==> config.mk <==
export PLATFORM = sky130hd
export DESIGN_NAME = inst_mem_port_flat
export DESIGN_NICKNAME = d
export VERILOG_FILES = /design/src/rtl/inst_mem_port_if.sv /design/src/rtl/inst_mem_port.sv /design/src/flat_wrapper.sv
export SDC_FILE = /design/constraint.sdc
export NUM_CORES = 1
export LEC_CHECK = 0
export ABC_AREA = 1
export CAP_MARGIN = 20
export CORE_AREA = 2 2 133 135
export DETAILED_ROUTE_END_ITERATION = 6
export DIE_AREA = 0 0 135 137
export HOLD_SLACK_MARGIN = 0.15
export MAX_ROUTING_LAYER = met4
export PLACE_DENSITY = 0.63
export SETUP_SLACK_MARGIN = 0.1
export SYNTH_ARGS = -nofsm -noshare
export SYNTH_HDL_FRONTEND = slang
export SYNTH_SLANG_ARGS = --single-unit
==> constraint.sdc <==
create_clock -name clk -period 2.1 [get_ports clk]
set_input_delay 0.42 -clock clk [delete_from_list [all_inputs] [get_ports clk]]
set_output_delay 0.42 -clock clk [all_outputs]
set_load 0.02 [all_outputs]
==> src/rtl/inst_mem_port_if.sv <==
// Bus bundle for the instruction memory port: fetch request/response,
// byte RAM read channel and icache fill channel.
interface inst_mem_port_if #(
  parameter int ADDR_W = 32,
  parameter int INST_W = 32
);
  logic              instEn;
  logic [ADDR_W-1:0] instAddr;
  logic              hit;
  logic              misTaken;
  logic              memInstOutEn;
  logic [INST_W-1:0] memInst;
  logic [ADDR_W-1:0] mem_a;
  logic [7:0]        mem_din;
  logic              cacheWrEn;
  logic [ADDR_W-1:0] cacheWrAddr;
  logic [INST_W-1:0] cacheWrInst;

  // Environment side: fetch stage, RAM data return, icache fill sink.
  modport master (
    output instEn, instAddr, hit, misTaken, mem_din,
    input  memInstOutEn, memInst, mem_a, cacheWrEn, cacheWrAddr, cacheWrInst
  );

  // Responder side.
  modport slave (
    input  instEn, instAddr, hit, misTaken, mem_din,
    output memInstOutEn, memInst, mem_a, cacheWrEn, cacheWrAddr, cacheWrInst
  );
endinterface

==> src/rtl/inst_mem_port.sv <==
// Instruction-side memory responder. Reads a 32-bit word as four bytes from
// a byte-wide synchronous RAM (1-cycle read latency), assembles it
// little-endian, returns it with a one-cycle valid and mirrors it to the
// icache fill port. A new request restarts the read; mispredict or icache
// hit abandons it.
module inst_mem_port #(
  parameter int ADDR_W = 32,
  parameter int INST_W = 32
) (
  input  logic           clk,
  input  logic           rst,
  input  logic           rdy,
  inst_mem_port_if.slave bus
);

  typedef enum logic [0:0] {
    IDLE = 1'b0,
    READ = 1'b1
  } state_t;

  state_t            state_q;
  logic [2:0]        cnt_q;
  logic [23:0]       buf_q;
  logic [ADDR_W-1:0] addr_q;
  logic [INST_W-1:0] last_q;

  logic              final_s;
  logic              cancel_s;
  logic              valid_s;
  logic [INST_W-1:0] word_s;
  logic [ADDR_W-1:0] mem_a_s;

  // Final-cycle detection, cancellation and combinational word assembly.
  always_comb begin
    final_s  = (state_q == READ) && (cnt_q == 3'd4);
    cancel_s = bus.misTaken | bus.hit;
    // The last byte arrives on mem_din in the final cycle itself, so the
    // word is valid only combinationally; rdy=0 and rst force strobes low.
    valid_s  = !rst && rdy && final_s && !cancel_s;
    word_s   = {bus.mem_din, buf_q};
  end

  // RAM byte address: A+cnt while fetching, A+3 held in the final cycle.
  always_comb begin
    mem_a_s = {ADDR_W{1'b0}};
    if (state_q == READ) begin
      if (cnt_q < 3'd4) begin
        mem_a_s = addr_q + {{(ADDR_W-3){1'b0}}, cnt_q};
      end else begin
        mem_a_s = addr_q + {{(ADDR_W-2){1'b0}}, 2'd3};
      end
    end else begin
      mem_a_s = {ADDR_W{1'b0}};
    end
  end

  // Output drive; memInst keeps the last returned word between pulses.
  always_comb begin
    bus.mem_a        = mem_a_s;
    bus.memInstOutEn = valid_s;
    bus.cacheWrEn    = valid_s;
    if (valid_s) begin
      bus.memInst     = word_s;
      bus.cacheWrAddr = addr_q;
      bus.cacheWrInst = word_s;
    end else begin
      bus.memInst     = last_q;
      bus.cacheWrAddr = {ADDR_W{1'b0}};
      bus.cacheWrInst = {INST_W{1'b0}};
    end
  end

  // Read sequencer: accept beats abort, abort beats advance; rdy=0 freezes.
  always_ff @(posedge clk) begin
    if (rst) begin
      state_q <= IDLE;
      cnt_q   <= 3'd0;
      buf_q   <= 24'd0;
      addr_q  <= {ADDR_W{1'b0}};
      last_q  <= {INST_W{1'b0}};
    end else if (!rdy) begin
      state_q <= state_q;
      cnt_q   <= cnt_q;
      buf_q   <= buf_q;
      addr_q  <= addr_q;
      last_q  <= last_q;
    end else begin
      if (valid_s) begin
        last_q <= word_s;
      end else begin
        last_q <= last_q;
      end
      if (bus.instEn) begin
        // Restart at the new address; any partial word is dropped.
        state_q <= READ;
        cnt_q   <= 3'd0;
        buf_q   <= 24'd0;
        addr_q  <= bus.instAddr;
      end else if (cancel_s) begin
        state_q <= IDLE;
        cnt_q   <= 3'd0;
      end else if (state_q == READ) begin
        if (cnt_q == 3'd4) begin
          state_q <= IDLE;
          cnt_q   <= 3'd0;
        end else begin
          // mem_din now carries the byte addressed in the previous cycle.
          case (cnt_q)
            3'd1:    buf_q[7:0]   <= bus.mem_din;
            3'd2:    buf_q[15:8]  <= bus.mem_din;
            3'd3:    buf_q[23:16] <= bus.mem_din;
            default: buf_q        <= buf_q;
          endcase
          cnt_q <= cnt_q + 3'd1;
        end
      end else begin
        state_q <= IDLE;
        cnt_q   <= 3'd0;
      end
    end
  end

endmodule
==> src/flat_wrapper.sv <==
// flat-port wrapper written by rule: the top's interface ports become plain ports
module inst_mem_port_flat 
#(
  parameter int ADDR_W = 32,
  parameter int INST_W = 32
)
  (clk, rst, rdy, bus_instEn, bus_instAddr, bus_hit, bus_misTaken, bus_mem_din, bus_memInstOutEn, bus_memInst, bus_mem_a, bus_cacheWrEn, bus_cacheWrAddr, bus_cacheWrInst);
  inst_mem_port_if #(.ADDR_W(ADDR_W), .INST_W(INST_W)) bus_i ();
  input  logic clk;
  input  logic rst;
  input  logic rdy;
  input wire logic [$bits(bus_i.instEn)-1:0] bus_instEn;
  input wire logic [$bits(bus_i.instAddr)-1:0] bus_instAddr;
  input wire logic [$bits(bus_i.hit)-1:0] bus_hit;
  input wire logic [$bits(bus_i.misTaken)-1:0] bus_misTaken;
  input wire logic [$bits(bus_i.mem_din)-1:0] bus_mem_din;
  output wire logic [$bits(bus_i.memInstOutEn)-1:0] bus_memInstOutEn;
  output wire logic [$bits(bus_i.memInst)-1:0] bus_memInst;
  output wire logic [$bits(bus_i.mem_a)-1:0] bus_mem_a;
  output wire logic [$bits(bus_i.cacheWrEn)-1:0] bus_cacheWrEn;
  output wire logic [$bits(bus_i.cacheWrAddr)-1:0] bus_cacheWrAddr;
  output wire logic [$bits(bus_i.cacheWrInst)-1:0] bus_cacheWrInst;
  assign bus_i.instEn = bus_instEn;
  assign bus_i.instAddr = bus_instAddr;
  assign bus_i.hit = bus_hit;
  assign bus_i.misTaken = bus_misTaken;
  assign bus_i.mem_din = bus_mem_din;
  assign bus_memInstOutEn = bus_i.memInstOutEn;
  assign bus_memInst = bus_i.memInst;
  assign bus_mem_a = bus_i.mem_a;
  assign bus_cacheWrEn = bus_i.cacheWrEn;
  assign bus_cacheWrAddr = bus_i.cacheWrAddr;
  assign bus_cacheWrInst = bus_i.cacheWrInst;
  inst_mem_port #(.ADDR_W(ADDR_W), .INST_W(INST_W)) u_core (.clk(clk), .rst(rst), .rdy(rdy), .bus(bus_i));
endmodule
==> qor.yml, run 1 <==
fin_nets: 1175
hold_viol_final: 0
clk_path_buf_depth: 2
grt_pass1_wl_um: 29000
grt_use_met2_pct: 34.6
layout_min_cycle_time_ns: 2.70
syn_area_sq_um: 4990
drive_gt1_share_pct: 45.7
wl_per_cell_um: 14.4
rsz0062_at_grt: "true"
r2r_end: "u_core.last_q[10]"
outcome: "finished with violations"
hp-class: "in -> reg"
setup_viol: 129
grt-ovfl-total: 0
drc: 0
crit-reg2reg-launch: "u_core.cnt_q[1]"
post-dp-hpwl_um: 13000
met3_usage_pct: 5.56
die_area_sq_um: 18500
finalWirelength_um: 19500
synth.distinct_cells: 25
violations: "negative setup slack"
critical_path_required_ns: 1.68
crit_arrival_ns: 2.28
die_w_um: 135
cellPowerDensity_nw_per_um2: 419
h-tree-depth: 3
area_delta_synth_final_pct: 97.0
io_buffers: 175
dr.pass1.iters: 4
ys_seq_elements: 92
antenna_left: 0
r2r_setup_slack_ns: 0.16
syn-instance-count: 815
clock_sinks: 92
syn-num-nets: 869
core_area_sq_um: 17100
p_total_mw: 4.12
worstHoldPathCells: 4
grt_max_degree: 52
finalCritPeriodShare_pct: 129
root_buffer: "clkbuf_16"
ff2ff_path_depth: 15
io_pins: 176
grt_use_total_pct: 20.3
hold_buffers: 0
start_util_pct: 29.3
syn-mean-instance-area_sq_um: 6.13
antenna_found_initial: 0
rows: 48
fp.dieH_um: 137
ys_seq_area_share_pct: 36.9
drt-initial-drc-count: 376
yosys_warnings: 0
cp-end-kind: "primary output"
max_slew_margin_pct: 62.3
dpl.cell_count: 1285
maxSlewViolCount: 0
gp_congestion: 0.887
antennaDiodeCount: 0
fin_skew_ns: 0.00860
cts_tree: "built"
max_freq_mhz: 370
maxCapViolCount: 0
holdPathEnd: "u_core.cnt_q[1]"
cpMostUsedCell: "nor2_4"
grt_busiest_layer: "met2"
vias: 6200
grt_use_met1_pct: 23.1
clkTransAtPathRegs_ns: 0.07
hold_path_startpoint: "rst"
via_per_inst: 4.59
crit_fanout: 5
cpPeakStageDelay_ns: 0.42
path_class: "reg -> out"
p_leak_nw: 3.89
slowest_stage: "fa_2"
ir_worst_vdd_uv: 381
worstMarginPinSlew_ns: 0.565
final_cells: 1351
fin_ws_ns: -0.604
crit_path_start_kind: "register"
crit_chain: "inv_2 -> nand2_1 -> ha_2 -> inv_2 -> fa_2 -> nor2_4 -> nand2_2 -> nor2_4 -> buf_6 -> nand3_2 -> nand2_2 -> nor2_4 -> buf_6"
clock_latency_ns: 0.35
dp_slack_ns: -0.732
cts_buffers: 9
grt_pass1_vias: 6023
==> placed cells by master, fill, tap and decap left out, drive strengths merged <==
master         synthesis  routed
dlymetal6s2s           0       1
fa                     1       1
bufinv                 0       1
ha                     7       7
o21ai                 90      90
buf                   18     281
inv                  125     129
nand2                155     155
nor2                 198     199
xor2                   2       2
a21oi                 68      68
o31ai                  1       1
dfxtp                 92      92
nand3                 33      33
nor3                   3       3
nand3b                 2       2
nand4                  1       1
clkinvlp               0       1
clkdlybuf4s50          0      44
clkbuf                19      15
==> state kept, by name, indices dropped and copies added (netlist names) <==
| name | count |
|---|---|
| u_core.cnt_q | 3 |
| u_core.addr_q | 32 |
| u_core.last_q | 32 |
| u_core.buf_q | 24 |
| u_core.state_q | 1 |
==> worst max path at each step <==
stage	to	startpoint	slack, ns
2_1_floorplan	bus_mem_a[16]	u_core.cnt_q[0]	-0.11
3_3_place_gp	bus_memInst[0]	rdy	-0.68
3_5_place_dp	bus_memInst[0]	rdy	-0.73
4_1_cts	bus_mem_a[22]	u_core.cnt_q[0]	-0.60
5_1_grt	bus_mem_a[22]	u_core.cnt_q[0]	-0.71
6_report	bus_mem_a[22]	u_core.cnt_q[2]	-0.60
==> layer usage <==
metal	up-vias	part of all wire, %
met4	0	2.5
met3	34	6.1
met1	2849	41
li1	3133	-
met2	184	51
met5	-	0
==> critical path, delay by kind of cell, from the launching register on <==
kind	cells	cell delay [ns]
fa+ha+maj	2	0.60
buf+inv	4	0.34
flops	1	0.33
simple gates	7	0.67
==> area by class of cell <==
| class | count | area, sq um |
|---|---|---|
| clock inverters | 6 | 75.1 |
| inverters | 125 | 477 |
| repair buffers | 331 | 3360 |
| flip-flops and latches | 92 | 1850 |
| multi-input cells | 562 | 3570 |
| fillers | 1539 | 7220 |
| well taps | 225 | 282 |
| clock buffers | 10 | 229 |
==> where the power goes <==
| group | switching [mW] | total (mW) | internal (mW) |
|---|---|---|---|
| registers | 0.0494 | 1.85 | 1.80 |
| logic | 0.323 | 0.555 | 0.232 |
| clock network | 0.771 | 1.72 | 0.946 |
| total | 1.14 | 4.12 | 2.98 |
==> repair_timing <==
item                                    CTS  global route
pin swaps                                25            35
endpoints found under the setup margin  130           137
gates resized for setup                 706           318
setup buffers                            24            23
gates cloned                              3             5
==> per-stage QoR <==
step / cell area (sq um) / hold WS [ns] / util [%] / setup TNS (ns)
2_1_floorplan: 5130 / 0.441 / - / -0.813
3_3_place_gp: 7890 / 0.451 / 46.2 / -75.25
3_5_place_dp: 7890 / 0.455 / 46.2 / -79.93
4_1_cts: 8830 / 0.428 / 51.8 / -45.16
5_1_grt: 9840 / 0.464 / 57.7 / -51.14
6_report: 9840 / 0.439 / 57.7 / -39.11
==> kinds of logic after synthesis <==
family	after synthesis	synth area share, %
buf+inv	162	12.9
simple gates	392	30.9
fa+ha+maj	8	2.15
compound gates	159	16.8
flops	92	36.9
xor+xnor	2	0.351
==> cell usage after synthesis <==
library cell,number,area (sq um)
xor2_1,2,17.5
nand3_1,32,160
nand3_2,1,10.0
buf_4,1,7.51
inv_1,113,424
nand2_1,153,574
inv_2,12,45.0
clkbuf_1,19,71.3
dfxtp_1,92,1840
nand3b_1,2,15.0
o21ai_2,11,96.3
fa_1,1,20.0
nor3_1,3,15.0
a21oi_1,68,340
o21ai_0,57,285
nand2_2,2,12.5
ha_1,7,87.6
buf_6,2,22.5
buf_2,14,70.1
nor2_2,3,18.8
nand4_1,1,6.26
buf_1,1,3.75
nor2_1,195,732
o31ai_1,1,7.51
o21ai_1,22,110
No activity file was read; power rests on OpenSTA's default activity.
==> run 2: changes to the inputs <==
--- a/config.mk
+++ b/config.mk
@@ -10,6 +10,7 @@
 export CORE_AREA = 2 2 133 135
 export DETAILED_ROUTE_END_ITERATION = 6
 export DIE_AREA = 0 0 135 137
+export GPL_ROUTABILITY_DRIVEN = 0
 export HOLD_SLACK_MARGIN = 0.15
 export MAX_ROUTING_LAYER = met4
 export PLACE_DENSITY = 0.63
==> results of run 2 <==
Same layout as run 1: the final DEF is identical, and so are final timing and power.
